<file path="config.mk">
export PLATFORM = sky130hd
export DESIGN_NAME = ahb_burst_master
export DESIGN_NICKNAME = d
export VERILOG_FILES = /design/src/rtl/ahb_burst_master.sv
export SDC_FILE = /design/constraint.sdc
export NUM_CORES = 1
export LEC_CHECK = 0
export ABC_AREA = 1
export CORE_AREA = 8 8 124 126
export CTS_CLUSTER_DIAMETER = 60
export CTS_CLUSTER_SIZE = 14
export DETAILED_ROUTE_END_ITERATION = 8
export DIE_AREA = 0 0 132 134
export SLEW_MARGIN = 25
export SYNTH_ARGS = -nofsm -noshare
export SYNTH_HDL_FRONTEND = slang
export SYNTH_SLANG_ARGS = --single-unit
</file>
<file path="constraint.sdc">
create_clock -name hclk -period 3.5 [get_ports hclk]
set_input_delay 0.525 -clock hclk [delete_from_list [all_inputs] [get_ports hclk]]
set_output_delay 0.525 -clock hclk [all_outputs]
set_load 0.005 [all_outputs]
</file>
<file path="src/rtl/ahb_burst_master.sv">
// AHB-Lite burst master: takes one read/write command and issues SINGLE/INCR beats of a
// deterministic SEED+k pattern, self-checking read data and honouring wait states and ERROR.
module ahb_burst_master #(
  parameter int          ADDR_W  = 32,
  parameter int          DATA_W  = 32,
  parameter int          MAX_LEN = 16,
  parameter int          LEN_W   = 5,
  parameter logic [31:0] SEED    = 32'hA5A5_0000
) (
  input  logic              hclk,
  input  logic              hreset,
  input  logic              start,
  input  logic              cmd_write,
  input  logic [ADDR_W-1:0] cmd_addr,
  input  logic [LEN_W-1:0]  cmd_len,
  output logic              busy,
  output logic              done,
  output logic              error,
  output logic [LEN_W-1:0]  mismatch_cnt,
  output logic [ADDR_W-1:0] haddr,
  output logic [1:0]        htrans,
  output logic              hwrite,
  output logic [2:0]        hsize,
  output logic [2:0]        hburst,
  output logic [DATA_W-1:0] hwdata,
  input  logic [DATA_W-1:0] hrdata,
  input  logic              hready_in,
  input  logic [1:0]        hresp,
  output logic [2:0]        dbg_state
);

  localparam int         STEP      = DATA_W / 8;
  localparam logic [1:0] TR_IDLE   = 2'b00;
  localparam logic [1:0] TR_NONSEQ = 2'b10;
  localparam logic [1:0] TR_SEQ    = 2'b11;
  localparam logic [1:0] RESP_OKAY = 2'b00;
  localparam logic [1:0] RESP_ERR  = 2'b01;
  localparam logic [2:0] HB_SINGLE = 3'b000;
  localparam logic [2:0] HB_INCR   = 3'b001;

  typedef enum logic [2:0] {S_IDLE, S_ADDR, S_BURST, S_LAST, S_DONE} state_t;

  state_t              state_q, state_d;
  logic                write_q, write_d;
  logic [LEN_W-1:0]    len_q, len_d;
  logic [LEN_W-1:0]    abeat_q, abeat_d;
  logic [LEN_W-1:0]    dbeat_q, dbeat_d;
  logic [ADDR_W-1:0]   haddr_q, haddr_d;
  logic [1:0]          htrans_q, htrans_d;
  logic [2:0]          hburst_q, hburst_d;
  logic [DATA_W-1:0]   hwdata_q, hwdata_d;
  logic                busy_q, busy_d;
  logic                done_q, done_d;
  logic                error_q, error_d;
  logic [LEN_W-1:0]    mism_q, mism_d;

  logic [LEN_W-1:0]    len_eff;
  logic [ADDR_W-1:0]   addr_next;
  logic                cross_1k;
  logic                data_phase;
  logic                err_resp;
  logic                rd_bad;

  function automatic logic [DATA_W-1:0] pattern(input logic [LEN_W-1:0] k);
    logic [31:0] v;
    v = SEED + 32'(k);
    return DATA_W'(v);
  endfunction

  always_comb begin
    len_eff = cmd_len;
    if (cmd_len == '0) begin
      len_eff = LEN_W'(1);
    end else if (cmd_len > LEN_W'(MAX_LEN)) begin
      len_eff = LEN_W'(MAX_LEN);
    end
  end

  // Handshake: an address phase (htrans != IDLE) is accepted on a rising edge with
  // hready_in=1; its data phase completes on the next edge that also sees hready_in=1.
  assign addr_next  = haddr_q + ADDR_W'(STEP);
  assign cross_1k   = (addr_next[9:0] == 10'd0);
  assign data_phase = (state_q == S_BURST) || (state_q == S_LAST);
  assign err_resp   = data_phase && (hresp == RESP_ERR);
  assign rd_bad     = data_phase && !write_q && hready_in && (hresp == RESP_OKAY) &&
                      (hrdata != pattern(dbeat_q));

  always_comb begin
    state_d  = state_q;
    write_d  = write_q;
    len_d    = len_q;
    abeat_d  = abeat_q;
    dbeat_d  = dbeat_q;
    haddr_d  = haddr_q;
    htrans_d = htrans_q;
    hburst_d = hburst_q;
    hwdata_d = hwdata_q;
    busy_d   = busy_q;
    done_d   = 1'b0;
    error_d  = error_q;
    mism_d   = mism_q;

    if (rd_bad && (mism_q != '1)) begin
      mism_d = mism_q + LEN_W'(1);
    end

    unique case (state_q)
      S_IDLE: begin
        if (start && !done_q) begin
          state_d  = S_ADDR;
          write_d  = cmd_write;
          len_d    = len_eff;
          abeat_d  = '0;
          dbeat_d  = '0;
          haddr_d  = cmd_addr;
          htrans_d = TR_NONSEQ;
          hburst_d = (len_eff == LEN_W'(1)) ? HB_SINGLE : HB_INCR;
          busy_d   = 1'b1;
          error_d  = 1'b0;
          mism_d   = '0;
        end
      end
      S_ADDR, S_BURST: begin
        if (err_resp) begin
          // First ERROR cycle cancels the pending address; the second one ends the command.
          htrans_d = TR_IDLE;
          if (hready_in) begin
            error_d = 1'b1;
            state_d = S_DONE;
          end else begin
            state_d = S_LAST;
          end
        end else if (hready_in) begin
          dbeat_d = abeat_q;
          if (write_q) begin
            hwdata_d = pattern(abeat_q);
          end
          if (abeat_q == len_q - LEN_W'(1)) begin
            state_d  = S_LAST;
            htrans_d = TR_IDLE;
          end else begin
            state_d  = S_BURST;
            haddr_d  = addr_next;
            htrans_d = cross_1k ? TR_NONSEQ : TR_SEQ;
            abeat_d  = abeat_q + LEN_W'(1);
          end
        end
      end
      S_LAST: begin
        if (hready_in) begin
          if (err_resp) begin
            error_d = 1'b1;
          end
          state_d = S_DONE;
        end
      end
      S_DONE: begin
        state_d = S_IDLE;
        busy_d  = 1'b0;
        done_d  = 1'b1;
      end
      default: state_d = S_IDLE;
    endcase
  end

  always_ff @(posedge hclk) begin
    if (hreset) begin
      state_q  <= S_IDLE;
      write_q  <= 1'b0;
      len_q    <= '0;
      abeat_q  <= '0;
      dbeat_q  <= '0;
      haddr_q  <= '0;
      htrans_q <= TR_IDLE;
      hburst_q <= HB_SINGLE;
      hwdata_q <= '0;
      busy_q   <= 1'b0;
      done_q   <= 1'b0;
      error_q  <= 1'b0;
      mism_q   <= '0;
    end else begin
      state_q  <= state_d;
      write_q  <= write_d;
      len_q    <= len_d;
      abeat_q  <= abeat_d;
      dbeat_q  <= dbeat_d;
      haddr_q  <= haddr_d;
      htrans_q <= htrans_d;
      hburst_q <= hburst_d;
      hwdata_q <= hwdata_d;
      busy_q   <= busy_d;
      done_q   <= done_d;
      error_q  <= error_d;
      mism_q   <= mism_d;
    end
  end

  // done/busy are registered off the DONE state, so they lag it by one cycle.
  assign busy         = busy_q;
  assign done         = done_q;
  assign error        = error_q;
  assign mismatch_cnt = mism_q;
  assign haddr        = haddr_q;
  assign htrans       = err_resp ? TR_IDLE : htrans_q;
  assign hwrite       = write_q;
  assign hsize        = 3'($clog2(DATA_W / 8));
  assign hburst       = hburst_q;
  assign hwdata       = hwdata_q;
  assign dbg_state    = state_q;

endmodule

</file>
* After elaboration in Yosys (flattened, before gate mapping)
Index checks and enable logic that the tools add are counted.
Operators by class: muxes and demuxes 42, order comparisons 1, divide/modulo/power cells 0, equal/unequal tests 17, bitwise gates (word level) 1, reduce and logical (&&, ||, !) cells 26, add/subtract/negate cells 6, multiply operators 0, shifts and indexed selects 0
Operator list (count):
- 32-bit two-way mux | 4
- 32-bit by 5-bit adder with 32-bit output, first input constant | 2
- 32-bit case mux with 2 select lines | 1
- 5-bit two-way mux | 11
- 32-bit by 3-bit adder with 32-bit output, second input constant | 1
- 32-bit != test | 1
- 5-bit case mux with 2 select lines | 2
- 3-bit two-way mux | 5
- 2-bit != test, second input constant | 7
- 5-bit by 1-bit adder with 5-bit output, second input constant | 2
- 10-bit zero test | 1
- 1-bit two-way mux | 10
- 2-bit two-way mux | 5
- 3-bit case mux with 3 select lines | 1
- 4-bit AND reduction | 2
- 1-bit logical AND | 7
- 3-bit by 2-bit == test with 1-bit output, second input constant | 2
- 3-bit AND reduction | 2
- 6-bit AND reduction | 1
- 5-bit by 1-bit == test with 1-bit output, second input constant | 1
- 5-bit == test | 1
- 5-bit > comparator, second input constant | 1
- 5-bit zero test | 1
- 5-bit != test, second input constant | 1
- other kinds (18) | 21
Storage, ports and cells: input bits 76, memories kept 0, memory bits (read-only) 0, output and inout bits 84, bits in latches 0, bits in registers 96, word-level logic and storage cells 106, RAM bits 0

* Logic depth before layout (Yosys ltp)
Gate-level depths: netlist of the first run.
depth after elaboration 10, depth in mapped cells 15, depth with buffers taken out 14

* Least setup slack after synthesis of the first run
Ideal clock, no wire load.
kind flip-flop to flip-flop, start point register len_q[0], end point register htrans_q[1], library setup time 0.128 ns, buffers on the path 1, setup slack 1.815 ns, period minus slack after synthesis 1.685 ns, arrival time 1.557 ns, cell stages (with the launch flop) 15, path through dfxtp_1 > inv_1 > ha_1 > inv_1 > nand2_1 > nand2_1 > nor2_1 > nand2_1 > nor2_4 > nand3_4 > nand2_4 > inv_4 > buf_4 > nor2_1 > nor2_1
On the way: longest elaborated chain between the ends 6
RTL lines:
- start: declaration | line 45 | logic [LEN_W-1:0] len_q, len_d;
- start signal: assignment | line 184 | len_q <= len_d;
- 5-bit by 1-bit subtractor with 5-bit output | line 138 | if (abeat_q == len_q - LEN_W'(1)) begin
- 5-bit == test | line 138
- 2-bit two-way mux | line 138
- 2-bit two-way mux | line 133 | end else if (hready_in) begin
- 2-bit two-way mux | line 124 | if (err_resp) begin
- 2-bit case mux with 2 select lines | line 107 | unique case (state_q)
- end signal: assignment | line 188 | htrans_q <= htrans_d;
- end: declaration | line 49 | logic [1:0] htrans_q, htrans_d;
Every way passes these cells. The select of a mux whose other input is x is not followed. A chain may end at the register's enable or synchronous reset.

* Final worst setup path of the first run
start point input port hresp[1], end point output port htrans[1]
On the way: longest elaborated chain between the ends 3
RTL lines:
- start: declaration | line 28 | input logic [1:0] hresp,
- 2-bit by 1-bit == test with 1-bit output | line 84 | assign err_resp = data_phase && (hresp == RESP_ERR);
- 1-bit logical AND | line 84
- 2-bit two-way mux | line 204 | assign htrans = err_resp ? TR_IDLE : htrans_q;
- end: declaration | line 21 | output logic [1:0] htrans,
Every way passes these cells.

==> run metrics, run 1 <==
synthesized area 0.00462 sq mm; post-route core utilization 0.459; chip width around 130 um; ANT cells 0; kind of start point of the critical path primary input; total of buffers placed on input and output ports 135; Critical Path AT 1.91 ns; Detailed Place HPWL approximately 11000 um; vias per inst between 4 and 5; die outline height 134 um; power after layout approximately 4.3 mW; DP Cell Count roughly 1000; final setup skew 0.00820 ns; Crit. End Element output pin; static leakage roughly 2.5 nW; final hold violations 0; status completed; number of core rows 43; violation count after the first detailed-routing iteration 240; cell at the slowest stage of the critical path sky130_fd_sc_hd__clkdlybuf4s50_1; gpl congestion 0.883; fraction of layout cells with a size suffix above 1 0.0466; CP bufs+invs 4; number of buffers created by CTS 9; area of all sequential standard cells 0.00136 sq mm; CP required between 2 and 3 ns; cell depth of the worst hold path 2; class of the most critical hold timing path reg2reg; pin count of the biggest net entering global routing 45; number of enable flip-flop cells after synthesis 0; root buffer selected by CTS sky130_fd_sc_hd__clkbuf_16; post-synthesis sequential area ratio 0.295; DRT met1 WL 6560 um; worst-case setup slack after placement 0.851 ns; maximum clock frequency 411 MHz; Critical Path, Cell by Cell clkdlybuf4s50_1 -> inv_1 -> nand3_2 -> inv_1 -> nor2_1 -> clkdlybuf4s50_1; vias post-DR ~5000; family with the most delay on the worst path buffers and inverters; length of the first detailed-routing pass in iterations 4; reg2reg setup slack between 1 and 1.5 ns; post-cts repair resize count 0; dominant cells by area after synthesis sky130_fd_sc_hd__dfxtp_1, sky130_fd_sc_hd__nand2_1, sky130_fd_sc_hd__nor2_1; max-cap check violation count 0; area overhead of the layout relative to synthesis 34.2%; NumNets Final 959; Setup WS post-layout 1.07 ns; initial cell density of the core 0.342; FF+latch count, synth roughly 70; Post-Route WL between 10000 and 15000 um; clock-pin slew on the worst setup and hold paths roughly 0.05 ns; non-filler instance count after layout 1060; startpoint of the most critical register-to-register path dbg_state[2]$_SDFFE_PP0P_; average cell area after synthesis 6.06 sq um; global-route wire length before repair about 23000 um; Unique masters post-synth 37; sum of overflow across all layers after global routing 0; worst reg2reg path endpoint haddr[16]$_SDFFE_PP0P_; antenna violations before repair 0; vias in the first global route about 4700; hold path endpoint hwdata[1]$_SDFFE_PP0P_; filler cell count in the final layout 1452; clock latency of the later-clocked register in the worst-skew pair 0.34 ns; deepest clock path buffer count 2; Std-Cell Core Area approximately 0.014 sq mm; Top Layer Used met4; depth of the worst register-to-register path 9; number of placed I/O pins 160; Final Setup Violations 0; setup tns final 0 ns; TritonCTS clock tree built; overall die area 0.0177 sq mm; Routed Antenna Nets 0; Yosys top cell area share 0.295; total number of yosys warnings 0; final period utilization 0.696; async set-reset flop share out of synthesis 0; DRC Markers 0; worst-path maximum fanout 6; actual slew at the worst max-slew pin 0.823 ns; remaining max-slew budget at the tightest pin 0.451; Max VDD drop ~380 uV; hold path startpoint hwdata[1]$_SDFFE_PP0P_; area leader, netlist sky130_fd_sc_hd__dfxtp_1; Met3 Wirelength ~800 um; unrepaired setup endpoints after global routing no; kind of critical path in2out; prevailing post-synth register cell sky130_fd_sc_hd__dfxtp_1; sinks on the clock net 68; minimum clock period after layout 2.43 ns; Slew Viols, Final 0; top cells by instance count after synthesis sky130_fd_sc_hd__nand2_1, sky130_fd_sc_hd__nor2_1, sky130_fd_sc_hd__dfxtp_1, sky130_fd_sc_hd__inv_1, sky130_fd_sc_hd__a21oi_1; total power divided by cell area 692 mW/mm^2; detailed-routed wire length on met2 6910 um; all-layer global routing usage 0.161; average wire per cell in the routed design ~14 um; H-tree levels 3; longest individual stage delay on the worst path approximately 0.51 ns; area taken by multi-input logic gates 0.00271 sq mm; number of buffers added to fix hold violations after cts 0; Setup Fix Bufs, Post-CTS 0; cell with the most instances after synthesis sky130_fd_sc_hd__nand2_1; Gate Count Post-Synth around 760
flip-flops by register name, summed over array words and instances, names as in the netlist, 2 cells and up:
register and count:
hwdata 6, htrans_q 2, dbg_state 3, abeat_q 5
haddr 32, len_q 5, mismatch_cnt 5, dbeat_q 5
worst max path at each step:
stage / end / cells past startpoint / from
floorplan: htrans_q[1]$_SDFFE_PP0P_ / 14 / len_q[0]$_SDFFE_PP0P_
global placement: abeat_q[1]$_SDFFE_PP0P_ / 10 / start
detailed placement: abeat_q[1]$_SDFFE_PP0P_ / 10 / start
CTS: htrans[1] / 6 / hresp[1]
global route: haddr[11]$_SDFFE_PP0P_ / 9 / dbg_state[2]$_SDFFE_PP0P_
finish: htrans[1] / 6 / hresp[1]
cell usage in the layout, fill, tap and decap left out, types with 6 or more instances in the layout:
cell	count
sky130_fd_sc_hd__or2_2	6
sky130_fd_sc_hd__nand3_1	44
sky130_fd_sc_hd__xor2_1	8
sky130_fd_sc_hd__nand4_1	9
sky130_fd_sc_hd__clkbuf_16	9
sky130_fd_sc_hd__clkdlybuf4s50_1	135
sky130_fd_sc_hd__dfxtp_1	68
sky130_fd_sc_hd__nor3_1	8
sky130_fd_sc_hd__nand2_1	258
sky130_fd_sc_hd__a21oi_1	49
sky130_fd_sc_hd__o21ai_0	34
sky130_fd_sc_hd__ha_1	6
sky130_fd_sc_hd__inv_1	63
sky130_fd_sc_hd__xnor2_1	6
sky130_fd_sc_hd__conb_1	24
sky130_fd_sc_hd__nor2_1	112
layout make-up:
type / count / share of cell area
Multi-Input combinational cell: 592 / 0.437
Inverter: 69 / 0.0426
Tap cell: 180 / 0.0363
Timing Repair Buffer: 137 / 0.220
Sequential cell: 68 / 0.220
Clock buffer: 11 / 0.0375
Clock inverter: 3 / 0.00646
through the flow:
step	instance area, sq um	hold WS, ns
floorplan	4700	0.440
global placement	5930	0.436
detailed placement	5930	0.444
CTS	6200	0.451
global route	6200	0.484
finish	6200	0.446
report_power, final:
group | internal [mW] | switching (mW) | total, mW
clock | 0.541 | 0.335 | 0.877
combinational | 0.877 | 1.26 | 2.13
sequential | 0.987 | 0.293 | 1.28
total | 2.41 | 1.89 | 4.29
metal layers:
metal  GRT usage  vias to the layer above
met5           0                        -
met4      0.0581                        0
met3      0.0389                       13
met2       0.271                      127
met1       0.197                     2140
li1            -                     2575
worst min-delay path, stage by stage, from the launching register on:
cell and delay, ns:
sky130_fd_sc_hd__dfxtp_1 0.30, sky130_fd_sc_hd__inv_1 0.05, sky130_fd_sc_hd__a21oi_1 0.05
kinds of logic after synthesis:
group	synth area share
AO/OA/AOI/OAI	0.106
XOR/XNOR	0.0265
adder cells (fa/ha/maj)	0.0162
buffers and inverters	0.137
flip-flops	0.295
other	0.00162
AND/OR/NAND/NOR	0.418
Note: power is estimated with default switching activity, not from simulation.
==> run 2: changes to the inputs <==
PLACE_DENSITY = 0.66   (was unset)
clock period = 2.1 ns   (was 3.5 ns; I/O delays follow)
==> run 2 against run 1 <==
Global-route usage up 0.34 points; design area up 2.1%; via count grew 1.5%; die area unchanged; utilization is 0.97 points higher; sequential cell count stayed put; largest power group unchanged; register-to-register slack worse by 0.96 ns; critical path type unchanged; sequential power is 63% higher.
==> run metrics, run 2 (same netlist as run 1, synthesis figures left out) <==
kind of critical path in2out; global-route wire length before repair 24100 um (+2.6%); Post-Route WL 14300 um (-1.1%); Crit. End Element output pin; chip width 132 um (unchanged); Slew Viols, Final 0 (unchanged); gpl congestion 0.898 (+1.7%); minimum clock period after layout between 1.5 and 2 ns; ANT cells 0 (unchanged); maximum clock frequency around 500 MHz; final setup skew 0.00476 ns (-0.00344 ns); Routed Antenna Nets 0 (unchanged); number of buffers added to fix hold violations after cts 0 (unchanged); static leakage 2.55 nW (+2.9%); commonest non-fill, non-tap cell in the layout sky130_fd_sc_hd__nand2_1; NumNets Final 975 (+1.7%); Max VDD drop 585 uV (+54%); Switch Pwr 3.20 mW (+70%); max-cap check violation count 0 (unchanged); area overhead of the layout relative to synthesis 37.0%; vias post-DR 4926 (+1.5%); fraction of power consumed by sequential logic 0.287 (-0.011); overall die area 0.0177 sq mm (unchanged); Detailed Place HPWL 11100 um (+2.0%); class of the most critical hold timing path reg2reg; vias per inst 4.57 (-0.23%); number of buffers created by CTS 9 (unchanged); relative contribution of combinational cells to total power 0.518 (+0.021); final period utilization 0.934; Critical Path AT 1.65 ns (-0.26 ns); Final Setup Violations 0 (unchanged); clock network fraction of total power 0.196 (-0.008); number of flip-flops under the largest register name 32 (unchanged); sinks on the clock net 68 (unchanged); clock latency of the later-clocked register in the worst-skew pair 0.34 ns (about the same); initial cell density of the core 0.342 (unchanged); total power divided by cell area 1150 mW/mm^2 (+66%); worst-path maximum fanout 4 (-2); Critical Path, Cell by Cell clkdlybuf4s50_1 -> inv_1 -> nand3_2 -> inv_1 -> nor2_1 -> clkdlybuf4s50_1; clock-pin slew on the worst setup and hold paths 0.05 ns (about the same); status completed; antenna violations before repair 0 (unchanged); worst-case setup slack after placement 0.132 ns (-0.719 ns); cell at the slowest stage of the critical path sky130_fd_sc_hd__clkdlybuf4s50_1; Std-Cell Core Area 0.0135 sq mm (unchanged); Post-Route Hold Slack 0.444 ns (-0.00240 ns); H-tree levels 3 (unchanged); unrepaired setup endpoints after global routing yes; violation count after the first detailed-routing iteration 307 (+28%); length of the first detailed-routing pass in iterations 5 (+1); fraction of layout cells with a size suffix above 1 0.0713 (+0.0247); number of placed I/O pins 160 (unchanged); TritonCTS clock tree built; deepest clock path buffer count 2 (unchanged); CP required 1.78 ns (-1.19 ns); net switching fraction of the power 0.439 (-0.000473); Setup WS post-layout 0.139 ns (-0.926 ns); DRC Markers 0 (unchanged); internal power 4.09 mW (+70%); average wire per cell in the routed design 13.2 um (-2.8%); number of core rows 43 (unchanged); pin count of the biggest net entering global routing 35 (-22%); final hold violations 0 (unchanged); die outline height 134 um (unchanged); leading cell types in the layout, fill and taps excluded sky130_fd_sc_hd__nand2_1, sky130_fd_sc_hd__clkdlybuf4s50_1, sky130_fd_sc_hd__nor2_1, sky130_fd_sc_hd__dfxtp_1, sky130_fd_sc_hd__inv_1; non-filler instance count after layout 1078 (+1.7%); root buffer selected by CTS sky130_fd_sc_hd__clkbuf_16; vias in the first global route 4794 (+1.9%); all-layer global routing usage 0.165 (+0.00344); kind of start point of the critical path primary input; DP Cell Count 1062 (+1.5%); longest individual stage delay on the worst path 0.51 ns (about the same); total of buffers placed on input and output ports 135 (unchanged); sum of overflow across all layers after global routing 0 (unchanged)
run 2: what timing repair did:
item / 4_1_cts / 5_1_grt
hold endpoints to repair: 0 / 0
setup endpoints to repair: 0 / 13
buffers inserted: 0 / 0
resized for setup: 0 / 4
run 2: final cells by class:
type                            instances  area (sq um)
Fill cell                            1418          7170
Multi-Input combinational cell        592          2710
Sequential cell                        68          1360
Inverter                               69           264
Clock buffer                           10           239
Tap cell                              180           225
Clock inverter                          6          40.0
Timing Repair Buffer                  153          1490
run 2: power groups by stage:
stage	Combinational (mW)	Sequential, mW	Clock (mW)
after floorplan	2.49	2.03	0
after global placement	3.79	2.11	0
after detailed placement	3.82	2.11	0
after CTS	3.83	2.08	1.46
after global routing	4.30	2.16	1.53
final	3.78	2.09	1.43
run 2: metal layers:
metal,routed length (um),GRT usage,vias to the layer above
met4,144,0.0415,0
met1,6480,0.196,2168
met5,0,0,-
met3,843,0.0509,15
li1,-,-,2607
met2,6810,0.283,136
run 2: path summary, 6_finish.rpt:
kind	from	end	slack (ns)	depth (start not counted)
worst min-delay path	hwdata[1]$_SDFFE_PP0P_	hwdata[1]$_SDFFE_PP0P_	0.44	2
worst min register to register	hwdata[1]$_SDFFE_PP0P_	hwdata[1]$_SDFFE_PP0P_	0.44	2
worst max-delay path	hresp[1]	htrans[0]	0.14	6
worst max register to register	len_q[0]$_SDFFE_PP0P_	haddr[28]$_SDFFE_PP0P_	0.17	13
run 2: per-stage QoR:
| step | TNS [ns] | util | cell area [sq um] | total power [mW] |
|---|---|---|---|---|
| CTS | 0 | 0.469 | 6330 | 7.38 |
| global placement | 0 | 0.448 | 6050 | 5.90 |
| global route | -0.180 | 0.469 | 6330 | 7.99 |
| detailed placement | 0 | 0.448 | 6050 | 5.92 |
| floorplan | 0 | - | 4700 | 4.53 |
| finish | 0 | 0.469 | 6330 | 7.29 |
run 2: worst max-delay path: cells and delay by family:
| kind | cells | cell delay (ns) |
|---|---|---|
| buffers and inverters | 4 | 1.13 |
| and+or+nand+nor | 2 | 0.20 |
==> run 3: changes to the inputs <==
CELL_PAD_IN_SITES_DETAIL_PLACEMENT = 0   (was unset)
CELL_PAD_IN_SITES_GLOBAL_PLACEMENT = 1   (was unset)
CORE_AREA = 8 8 138 140   (was 8 8 124 126)
DIE_AREA = 0 0 146 148   (was 0 0 132 134)
PLACE_DENSITY = unset   (was 0.66)
PLACE_DENSITY_LB_ADDON = 0.1   (was unset)
==> run 3 against run 2 <==
First-iteration DRC count decreased by 30%; final cell count increased by 4.6%; die area increased by 22%; sequential share of layout area decreased by 0.69 points; combinational power increased by 9.0%; largest cell class unchanged; highest routed layer unchanged.
==> run metrics, run 3 (same netlist as run 1, synthesis figures left out) <==
status completed; non-filler instance count after layout 1128 (+4.6%); total power divided by cell area 1230 mW/mm^2 (+6.4%); clock latency of the later-clocked register in the worst-skew pair 0.34 ns (about the same); longest individual stage delay on the worst path 0.51 ns (about the same); minimum clock period after layout 1.96 ns (-0.000553 ns); clock-pin slew on the worst setup and hold paths 0.05 ns (about the same); Max VDD drop 886 uV (+51%); static leakage 2.63 nW (+3.5%); antenna violations before repair 0 (unchanged); final hold violations 0 (unchanged); Slew Viols, Final 0 (unchanged); vias post-DR 4943 (+0.35%); sinks on the clock net 68 (unchanged); start point of the critical path hresp[1]; number of placed I/O pins 160 (unchanged); Routed Antenna Nets 0 (unchanged); ANT cells 0 (unchanged); number of buffers created by CTS 9 (unchanged); number of core rows 48 (+12%); DRC Markers 0 (unchanged); hold path startpoint hwdata[2]$_SDFFE_PP0P_; sum of overflow across all layers after global routing 0 (unchanged); die outline height 148 um (+10%); overall die area 0.0216 sq mm (+22%); final setup skew 0.00859 ns (+0.00383 ns); Detailed Place HPWL 12600 um (+14%); vias in the first global route 5181 (+8.1%); max-cap check violation count 0 (unchanged); gpl congestion 0.855 (-4.7%); final period utilization 0.933 (about the same); startpoint of the most critical register-to-register path len_q[0]$_SDFFE_PP0P_; Post-Route WL 16300 um (+14%); Critical Path AT 1.65 ns (about the same); TritonCTS clock tree built; CP required 1.78 ns (about the same); leading cell types in the layout, fill and taps excluded sky130_fd_sc_hd__nand2_1, sky130_fd_sc_hd__clkdlybuf4s50_1, sky130_fd_sc_hd__nor2_1, sky130_fd_sc_hd__dfxtp_1, sky130_fd_sc_hd__inv_1; global-route wire length before repair 26600 um (+11%); H-tree levels 3 (unchanged); all-layer global routing usage 0.152 (-0.0130); reg2reg setup slack 0.19 ns (+0.02 ns); chip width 146 um (+11%); area overhead of the layout relative to synthesis 41.5%; average wire per cell in the routed design 14.5 um (+9.2%); vias per inst 4.38 (-4.1%); violation count after the first detailed-routing iteration 214 (-30%); Std-Cell Core Area 0.0169 sq mm (+25%); kind of start point of the critical path primary input; Setup WS post-layout 0.140 ns (+0.000553 ns); Placed Instance Area 0.00618 sq mm (+2.2%); Final Setup Violations 0 (unchanged); worst-path maximum fanout 4 (unchanged); number of flip-flops under the largest register name 32 (unchanged); root buffer selected by CTS sky130_fd_sc_hd__clkbuf_16; family with the most delay on the worst path buffers and inverters; CP bufs+invs 4 (unchanged); total of buffers placed on input and output ports 135 (unchanged); class of the most critical hold timing path reg2reg; DP Cell Count 1112 (+4.7%); unrepaired setup endpoints after global routing no; power after layout 8.02 mW (+9.9%); setup tns final 0 ns (unchanged); cell at the slowest stage of the critical path sky130_fd_sc_hd__clkdlybuf4s50_1; fraction of layout cells with a size suffix above 1 0.0753 (+0.00404); Crit. End Element output pin; design area 0.00654 sq mm (+3.3%); commonest non-fill, non-tap cell in the layout sky130_fd_sc_hd__nand2_1; length of the first detailed-routing pass in iterations 4 (-1); worst-case setup slack after placement 0.118 ns (-0.0138 ns); pin count of the biggest net entering global routing 41 (+17%); deepest clock path buffer count 2 (unchanged); kind of critical path in2out; Setup Fix Bufs, Post-CTS 0 (unchanged); initial cell density of the core 0.273 (-0.0694); Critical Path, Cell by Cell clkdlybuf4s50_1 -> inv_1 -> nand3_2 -> inv_1 -> nor2_1 -> clkdlybuf4s50_1; NumNets Final 980 (+0.51%); maximum clock frequency 510 MHz (about the same)
-- run 3: worst reg2reg max path, cell delays in order (launching register included) --
cell,delay (ns)
sky130_fd_sc_hd__dfxtp_1,0.36
sky130_fd_sc_hd__inv_2,0.07
sky130_fd_sc_hd__ha_1,0.29
sky130_fd_sc_hd__inv_1,0.04
sky130_fd_sc_hd__nand2_1,0.05
sky130_fd_sc_hd__nand2_1,0.05
sky130_fd_sc_hd__nor2_1,0.09
sky130_fd_sc_hd__nand2_1,0.09
sky130_fd_sc_hd__nor2_4,0.12
sky130_fd_sc_hd__nand3_4,0.12
sky130_fd_sc_hd__nand2_4,0.11
sky130_fd_sc_hd__inv_4,0.06
sky130_fd_sc_hd__buf_12,0.15
sky130_fd_sc_hd__o21ai_0,0.16
sky130_fd_sc_hd__nor2_1,0.05
-- run 3: final timing paths --
kind                                  to  cells after the start
setup / recovery               htrans[1]                      6
hold / removal    hwdata[2]$_SDFFE_PP0P_                      2
setup reg to reg  haddr[16]$_SDFFE_PP0P_                     14
hold reg to reg   hwdata[2]$_SDFFE_PP0P_                      2
-- run 3: per-stage QoR --
| stage | utilization | hold slack, ns |
|---|---|---|
| final | 0.386 | 0.444 |
| after global routing | 0.386 | 0.466 |
| after CTS | 0.386 | 0.446 |
| after detailed placement | 0.365 | 0.439 |
| after global placement | 0.365 | 0.440 |
| after floorplan | - | 0.440 |
-- run 3: where the power goes --
group	switching, mW	total, mW	internal [mW]
clock network	0.589	1.81	1.22
registers	0.435	2.08	1.65
logic	2.34	4.12	1.79
-- run 3: routing by layer --
layer,global-route usage,up-vias,share of wire
met5,0,-,0
met4,0.0536,0,0.014
met3,0.0373,17,0.044
met2,0.263,117,0.48
met1,0.180,2198,0.46
li1,-,2611,-
-- run 3: what timing repair did --
action                                  in CTS  in global routing
gates resized for setup                      0                  6
endpoints found under the setup margin       0                 10
hold buffers                                 0                  0
-- run 3: area by class of cell --
cell class              instances  area, sq um
clock buffers                  12          256
clock inverters                 4         95.1
fillers                      1820        10400
inverters                      69          264
multi-input cells             592         2710
flip-flops and latches         68         1360
well taps                     225          282
repair buffers                158         1570
